### config.mk
export PLATFORM = sky130hd
export DESIGN_NAME = ram_sync
export DESIGN_NICKNAME = d
export VERILOG_FILES = /design/src/rtl/ram_sync_pkg.sv /design/src/rtl/ram_sync_array.sv /design/src/rtl/ram_sync.sv
export SDC_FILE = /design/constraint.sdc
export NUM_CORES = 2
export LEC_CHECK = 0
export CORE_MARGIN = 5
export CORE_UTILIZATION = 55
export DETAILED_ROUTE_END_ITERATION = 8
export PLACE_DENSITY = 0.75
export SLEW_MARGIN = 40
export SYNTH_ARGS = -nofsm -noshare
export SYNTH_HDL_FRONTEND = slang
export SYNTH_SLANG_ARGS = --single-unit
### constraint.sdc
create_clock -name clk -period 11.2 [get_ports clk]
set_input_delay 3.36 -clock clk [delete_from_list [all_inputs] [get_ports clk]]
set_output_delay 3.36 -clock clk [all_outputs]
set_load 0.03 [all_outputs]
### src/rtl/ram_sync_pkg.sv
// ram_sync_pkg -- shared definitions for the ram_sync block.
//   state_t      : FSM encoding (IDLE=0, CLEAR=1)
//   DEF_DATA_W   : default data word width
//   DEF_ADDR_W   : default address width
//   DEF_DEPTH    : default number of words (2**DEF_ADDR_W)
package ram_sync_pkg;

   typedef enum logic {
      IDLE  = 1'b0,
      CLEAR = 1'b1
   } state_t;

   localparam int DEF_DATA_W = 16;
   localparam int DEF_ADDR_W = 8;
   localparam int DEF_DEPTH  = 1 << DEF_ADDR_W;

endpackage : ram_sync_pkg

### src/rtl/ram_sync_array.sv
// ram_sync_array -- storage for ram_sync: one synchronous write port and
// one registered read port. The array itself is never reset; only the read
// output register is, so the response data starts at zero.
// Ports:
//   clk, rst_n : clock, asynchronous active-low reset (read register only)
//   we, waddr, wdata : write port, written on the rising edge
//   re, raddr  : read enable/address; rdata loads on the rising edge
//   rdata      : registered read data, holds while re is low
module ram_sync_array
   import ram_sync_pkg::*;
#(
   parameter int WIDTH  = DEF_DATA_W,
   parameter int ADDR_W = DEF_ADDR_W
) (
   input  logic              clk,
   input  logic              rst_n,
   input  logic              we,
   input  logic [ADDR_W-1:0] waddr,
   input  logic [WIDTH-1:0]  wdata,
   input  logic              re,
   input  logic [ADDR_W-1:0] raddr,
   output logic [WIDTH-1:0]  rdata
);

   localparam int DEPTH = 1 << ADDR_W;

   logic [WIDTH-1:0] mem [DEPTH];

   always_ff @(posedge clk) begin
      if (we) begin
         mem[waddr] <= wdata;
      end
   end

   always_ff @(posedge clk or negedge rst_n) begin
      if (!rst_n) begin
         rdata <= '0;
      end else if (re) begin
         rdata <= mem[raddr];
      end
   end

endmodule : ram_sync_array

### src/rtl/ram_sync.sv
// ram_sync -- single-port synchronous RAM with a hardware clear sequence.
// Optional feature macro: RAM_PARITY_EN (adds a stored even-parity bit per
// word plus the inj_par / par_err ports).
//
// Handshake: a request transfers on a rising edge where req_valid and
// req_ready are both high. req_ready depends only on state and clear, never
// on req_valid. Reads answer with a single-cycle rsp_valid pulse on the
// cycle after acceptance; there is no response backpressure.
//
// Ports:
//   clk, rst_n           : clock, asynchronous active-low reset
//   req_valid/req_ready  : request handshake
//   req_wen              : 1 = write, 0 = read
//   req_addr, req_wdata  : word address, write data
//   clear                : start a full-memory clear (sampled in IDLE)
//   busy                 : high while the clear runs (this is the FSM state)
//   rsp_valid, rsp_rdata : read response pulse and data (data holds)
//   inj_par, par_err     : parity inject / parity error (RAM_PARITY_EN only)
module ram_sync
   import ram_sync_pkg::*;
#(
   parameter int DATA_W     = DEF_DATA_W,
   parameter int ADDR_W     = DEF_ADDR_W,
   parameter bit CLR_ON_RST = 1'b1
) (
   input  logic              clk,
   input  logic              rst_n,
   input  logic              req_valid,
   output logic              req_ready,
   input  logic              req_wen,
   input  logic [ADDR_W-1:0] req_addr,
   input  logic [DATA_W-1:0] req_wdata,
   input  logic              clear,
   output logic              busy,
   output logic              rsp_valid,
   output logic [DATA_W-1:0] rsp_rdata
`ifdef RAM_PARITY_EN
   ,
   input  logic              inj_par,
   output logic              par_err
`endif
);

`ifdef RAM_PARITY_EN
   localparam int MEM_W = DATA_W + 1;
`else
   localparam int MEM_W = DATA_W;
`endif

   localparam logic [ADDR_W-1:0] LAST_ADDR = {ADDR_W{1'b1}};

   state_t            state;
   logic [ADDR_W-1:0] clr_cnt;

   logic              accept;
   logic              mem_we;
   logic              mem_re;
   logic [ADDR_W-1:0] mem_waddr;
   logic [MEM_W-1:0]  mem_wdata;
   logic [MEM_W-1:0]  wr_word;
   logic [MEM_W-1:0]  arr_rdata;

   assign req_ready = (state == IDLE) && !clear;
   assign busy      = (state == CLEAR);
   assign accept    = req_valid && req_ready;
   assign mem_re    = accept && !req_wen;

`ifdef RAM_PARITY_EN
   // Stored bit is even parity of the data, optionally flipped to let a
   // test provoke a parity error on the next read of this word.
   assign wr_word = {(^req_wdata) ^ inj_par, req_wdata};
`else
   assign wr_word = req_wdata;
`endif

   // The clear sequence owns the write port; requests are never accepted
   // in CLEAR, so there is no arbitration beyond the state.
   always_comb begin
      mem_we    = 1'b0;
      mem_waddr = req_addr;
      mem_wdata = '0;
      if (state == CLEAR) begin
         mem_we    = 1'b1;
         mem_waddr = clr_cnt;
      end else if (accept && req_wen) begin
         mem_we    = 1'b1;
         mem_wdata = wr_word;
      end
   end

   ram_sync_array #(
      .WIDTH  (MEM_W),
      .ADDR_W (ADDR_W)
   ) u_array (
      .clk   (clk),
      .rst_n (rst_n),
      .we    (mem_we),
      .waddr (mem_waddr),
      .wdata (mem_wdata),
      .re    (mem_re),
      .raddr (req_addr),
      .rdata (arr_rdata)
   );

   assign rsp_rdata = arr_rdata[DATA_W-1:0];

`ifdef RAM_PARITY_EN
   // Qualified by rsp_valid so par_err is zero outside a response and
   // while reset holds rsp_valid low.
   assign par_err = rsp_valid && ((^arr_rdata[DATA_W-1:0]) != arr_rdata[DATA_W]);
`endif

   always_ff @(posedge clk or negedge rst_n) begin
      if (!rst_n) begin
         state     <= CLR_ON_RST ? CLEAR : IDLE;
         clr_cnt   <= '0;
         rsp_valid <= 1'b0;
      end else begin
         rsp_valid <= mem_re;
         case (state)
            IDLE: begin
               if (clear) begin
                  state   <= CLEAR;
                  clr_cnt <= '0;
               end
            end
            CLEAR: begin
               // clear is ignored here; the counter only runs forward.
               clr_cnt <= clr_cnt + 1'b1;
               if (clr_cnt == LAST_ADDR) begin
                  state <= IDLE;
               end
            end
            default: state <= IDLE;
         endcase
      end
   end

endmodule : ram_sync

# Yosys cells after proc, flatten, opt, wreduce, memory -nomap -nowiden
# Memory sizes are Yosys's and may differ from the RTL's. A register that Yosys moved wholly into a read port is not among the register bits.
# Cells that the tools add are included.
[classes]
add_sub_neg = 1
n_eq_ne = 2
n_mux = 12
bitwise = 1
n_reduce_logical = 7
[op_table]
columns = ["operator", "count"]
rows = [
  ["$mux 16", 2],
  ["$mux 8", 2],
  ["$pmux 8 s2", 1],
  ["$add 8x1->8 const B", 1],
  ["$eq 8x8->1 const B", 1],
  ["$mux 1", 6],
  ["$logic_and 1x1->1", 4],
  ["$logic_not 1->1", 3],
  ["$ne 2x2->1 const B", 1],
  ["$pmux 1 s2", 1],
  ["$not 1->1", 1],
]
[word_totals]
reg_bits = 10
ram_bits = 4096
word_cells = 27
n_memories = 1
[mem_list]
columns = ["name", "depth", "width", "rd", "rd_ports_with_merged_regs", "write_ports", "line", "source"]
rows = [
  ["u_array.mem", 256, 16, 1, 1, 1, "ram_sync_array.sv:27", "logic [WIDTH-1:0] mem [DEPTH];"],
]

# Longest topological paths before layout
[depth]
word_depth = 8
depth_mapped = 13

# Hierarchy
# From an unflattened synthesis, not the netlist that was laid out.
[unflattened]
cells_unflattened = 7618
area_unflattened_um2 = 159819.5
[modules_own_cells]
columns = ["mod", "instances", "cells_each", "area_each_um2", "seq_area_each_um2"]
rows = [
  ["ram_sync_array", 1, 7536, 159113.9, 123398.3],
  ["ram_sync", 1, 82, 705.7, 251.5],
]

# Worst setup path after synthesis
# OpenSTA, ideal clock, no wires.
[synth_path]
kind = "input port to flip-flop"
start = "input clear"
end = "memory u_array.mem[0][10] in the netlist's numbering, data pin"
arrival_time_ns = 7.667
required_time_ns = 10.330
path_slack_ns = 2.663
path_stages = 5
n_path_buf = 2
path_cell_list = "nor2_2 -> and3_1 -> clkbuf_1 -> clkbuf_1 -> and2_1"
[synth_between]
elab_chain_cells = 6
[synth_lines]
columns = ["item", "line", "source"]
rows = [
  ["from (decl)", "ram_sync.sv:33", "input logic clear,"],
  ["$logic_not 1->1", "ram_sync.sv:63", "assign req_ready = (state == IDLE) && !clear;"],
  ["$logic_and 1x1->1", "ram_sync.sv:63", ""],
  ["$logic_and 1x1->1", "ram_sync.sv:65", "assign accept = req_valid && req_ready;"],
  ["$logic_and 1x1->1", "ram_sync.sv:85", "end else if (accept && req_wen) begin"],
  ["$mux 16", "ram_sync.sv:85", ""],
  ["$mux 16", "ram_sync.sv:82", "if (state == CLEAR) begin"],
  ["via mem_wdata[10]", "ram_sync.sv:59", "logic [MEM_W-1:0] mem_wdata;"],
  ["to (decl)", "ram_sync_array.sv:27", ""],
]
# The timed path passes the listed nets, and every way through them passes these cells.

# Worst setup path after layout
[layout_path]
start = "input clear"
end = "output req_ready"
[layout_between]
elab_chain_cells = 2
[layout_lines]
columns = ["item", "line", "source"]
rows = [
  ["$logic_not 1->1", "ram_sync.sv:63", ""],
  ["$logic_and 1x1->1", "ram_sync.sv:63", ""],
  ["to (decl)", "ram_sync.sv:29", "output logic req_ready,"],
]
# Every way passes these cells.

==> results.sh <==
export IMPL_clkSinkCount=4122
export IMPL_grt_use_total_pct=29.3
export IMPL_tightest_slew_ps=985
export IMPL_synth_distinct_cells=77
export IMPL_finalCritPeriodShare_pct=75.3
export IMPL_slew_headroom_pct=32.6
export IMPL_drt_wl_total_um=448000
export IMPL_routed_top_layer="met5"
export IMPL_htree_levels=5
export IMPL_powerDensity_nw_per_um2=181
export IMPL_start_util_pct=55.1
export IMPL_clock_path_buffers=4
export IMPL_grt_pass1_wl_um=625000
export IMPL_critPathLaunchType="input pin"
export IMPL_ios=48
export IMPL_antenna_found_initial=22
export IMPL_synth_edf_count=4096
export IMPL_vias=84941
export IMPL_dr_wl_met2_um=200000
export IMPL_drt_iter0_drc=14033
export IMPL_fin_cells=12377
export IMPL_clk_pin_slew_worst_paths_ps=60
export IMPL_synth_cells=7712
export IMPL_place_inst=11612
export IMPL_cp_slowest_stage_delay_ps=780
export IMPL_dpl_cell_area_um2=167000
export IMPL_met3_wirelength_um=68900
export IMPL_finalSetupTns_ps=0
export IMPL_clock_latency_ps=940
export IMPL_cts_setup_buffers=0
export IMPL_clock_fmax_mhz=119
export IMPL_async_reset_ff_share_pct=0.631
export IMPL_synth_mux_area_share_pct=14.3
export IMPL_via_per_inst=6.86
export IMPL_final_nets=8156
export IMPL_ys_ff_latch=4122
export IMPL_portBuffers=47
export IMPL_rows=198
export IMPL_worst_path_max_fanout=8
export IMPL_crit_path_cell_trace="clkdlybuf4s50_1 -> nor2_2 -> clkdlybuf4s50_1"
export IMPL_status="complete, no violations"
export IMPL_final_cell_area_um2=180000
export IMPL_antenna_left=0
export IMPL_crit_family="buffers and inverters"
export IMPL_avgSynthCellArea_um2=20.8
export IMPL_drc=0
export IMPL_cts_resized=0
export IMPL_p_leak_nw=63.9
export IMPL_wl_per_cell_um=36.2
export IMPL_ctsRootBufferMaster="clkbuf_16"
export IMPL_cpMostUsedCell="clkdlybuf4s50_1"
export IMPL_dp_final_hpwl_um=265000
export IMPL_crit_slowest_cell="clkdlybuf4s50_1"
export IMPL_cp_arrival_ps=5080
export IMPL_synth_compound_area_share_pct=3.99
export IMPL_ctsHoldBuffers=0
export IMPL_die_x_um=550
export IMPL_drive_gt1_share_pct=22.1
export IMPL_yosys_area_share_simple_pct=2.29
export IMPL_drv_slew=0
export IMPL_cts_buffers=398
export IMPL_cap_violations=0
export IMPL_syn_nets=7742
export IMPL_synth_cell_area_um2=160000
export IMPL_synth_ff_type="edfxtp_1"
export IMPL_period_needed_ps=8440
export IMPL_max_vdd_ir_drop_v=0.000156
export IMPL_ys_seq_area_share_pct=77.2
export IMPL_overflow=0
export IMPL_rsz0062_at_grt="no"
export IMPL_met1_length_um=152000
export IMPL_synth_xor_area_share_pct=0
export IMPL_ys_warn_count=0
export IMPL_finalClockSkew_ps=78.1
export IMPL_synthAdderAreaFrac_pct=0.00781
export IMPL_die_h_um=550
export IMPL_dr_pass1_iters=9
export IMPL_grt_pass1_vias=82745
export IMPL_cts_tree="yes"
export IMPL_area_delta_synth_final_pct=12.4
export IMPL_grt_max_degree=185
export IMPL_dieArea_um2=302000
export IMPL_core_area_um2=291000
export IMPL_cp_num_buf_inv=2
export IMPL_setup_violations=0
export IMPL_gp_congestion=0.922
export IMPL_hp_class="reg -> reg"
export IMPL_synth_top_family_by_area="multiplexers"
export IMPL_worstPathRequired_ps=7840
export IMPL_cp_end_kind="output port"
export IMPL_critical_path_class="in -> out"
export IMPL_hold_viol_final=0
state kept, by name (all words and copies together), names as in the netlist:
signal / count
u_array.mem: 4096
u_array.rdata: 16
busy: 1
clr_cnt: 8
rsp_valid: 1
power breakdown:
part           total (W)  leakage [nW]  internal, W  switching (W)
sequential        0.0171          43.6       0.0170       0.000109
clock             0.0134          6.30      0.00769        0.00566
combinational    0.00215          14.0     0.000577        0.00157
worst paths after layout:
| kind | slack [ps] | cells past startpoint | from | end |
|---|---|---|---|---|
| worst min-delay path | 620 | 1 | clr_cnt[6]$_DFFE_PN0P_ | clr_cnt[6]$_DFFE_PN0P_ |
| min in group asynchronous | 2440 | 1 | rst_n | clr_cnt[1]$_DFFE_PN0P_ |
| worst max register to register | 6520 | 10 | busy$_DFF_PN1_ | u_array.rdata[10]$_DFFE_PN0P_ |
| worst min register to register | 620 | 1 | clr_cnt[6]$_DFFE_PN0P_ | clr_cnt[6]$_DFFE_PN0P_ |
| max in group asynchronous | 8290 | 1 | rst_n | u_array.rdata[9]$_DFFE_PN0P_ |
| worst max-delay path | 2760 | 3 | clear | req_ready |
stage by stage:
step	hold WS [ps]	power (W)	util, %	setup slack [ps]
6_report	624	0.0326	61.9	2760
5_1_grt	632	0.0334	61.9	2720
4_1_cts	580	0.0325	61.8	2740
3_5_place_dp	580	0.0194	57.3	2750
3_3_place_gp	565	0.0193	57.1	2790
2_1_floorplan	500	0.0185	-	2660
cells in the final DEF, fill, tap and decap left out, types with 14 or more instances in the layout:
cell	n
a22o_1	17
nand3_1	52
o21ai_1	17
nor2b_1	24
a2111oi_1	16
nor2_2	15
mux2i_1	683
clkbuf_1	77
nand2_1	232
a2111oi_0	36
a31oi_1	14
nor2_4	49
clkdlybuf4s50_1	42
diode_2	27
a2111oi_2	14
nor3_1	41
edfxtp_1	4096
clkbuf_16	405
clkinv_1	86
a21oi_1	111
clkinv_2	70
and2_4	17
nor2_1	234
o221ai_1	106
a22oi_1	102
mux4_1	43
a221oi_1	49
bufinv_16	44
nand4_1	29
buf_12	36
a211oi_1	62
nor4_1	14
o22ai_1	191
mux4_2	658
buf_4	375
dfrtp_1	25
o21ai_0	80
synth_stat cells, drive strengths merged (5+ instances only):
master   number  area (um2)
nand3        57         285
dfrtp        25         626
and2         23         144
nor3         54         270
o21ai        98         490
or4           7        52.6
nor2        298        1120
inv          12        45.0
or3b          5        43.8
nor4         15        93.8
nand2b       14        95.1
mux2         13         146
nand3b        8        63.8
mux4        701       15900
o31ai         7        52.6
nand4        29         181
a211oi       66         495
a21oi       118         591
a31oi        15        93.8
nand2       243         912
or2           7        43.8
clkbuf      155         617
edfxtp     4096      123000
o22ai       192        1200
o211ai        7        52.6
a2111oi      71         634
a22o         17         149
o21a          8        60.1
a221oi       52         468
and3          8        50.1
a22oi       103         773
buf         313        2850
o221ai      113        1030
mux2i       683        6840
nor2b        29         181
layout make-up:
| cell class | instances | area [um2] |
|---|---|---|
| clock inverter | 235 | 2360 |
| multi-input combinational | 3108 | 34000 |
| tap | 3900 | 4880 |
| fill | 18907 | 111000 |
| sequential | 4122 | 124000 |
| timing repair buffer | 484 | 4480 |
| inverter | 12 | 52.6 |
| antenna | 27 | 67.6 |
| clock buffer | 489 | 10500 |
per-layer routing:
metal  vias up  global-route usage, %
li1      33181                      -
met1     43777                   39.3
met2      6815                   42.7
met3      1150                   11.0
met4        18                   14.1
met5         -                  0.491
kinds of logic (layout without fill, tap and decap cells):
logic type | Yosys count | in the layout
other | 0 | 27
flip-flops | 4122 | 4122
AO/OA/AOI/OAI | 898 | 898
multiplexers | 1397 | 1397
adder cells (fa/ha/maj) | 1 | 1
buffers and inverters | 482 | 1220
AND/OR/NAND/NOR | 812 | 812
Note: power is estimated with default switching activity, not from simulation.
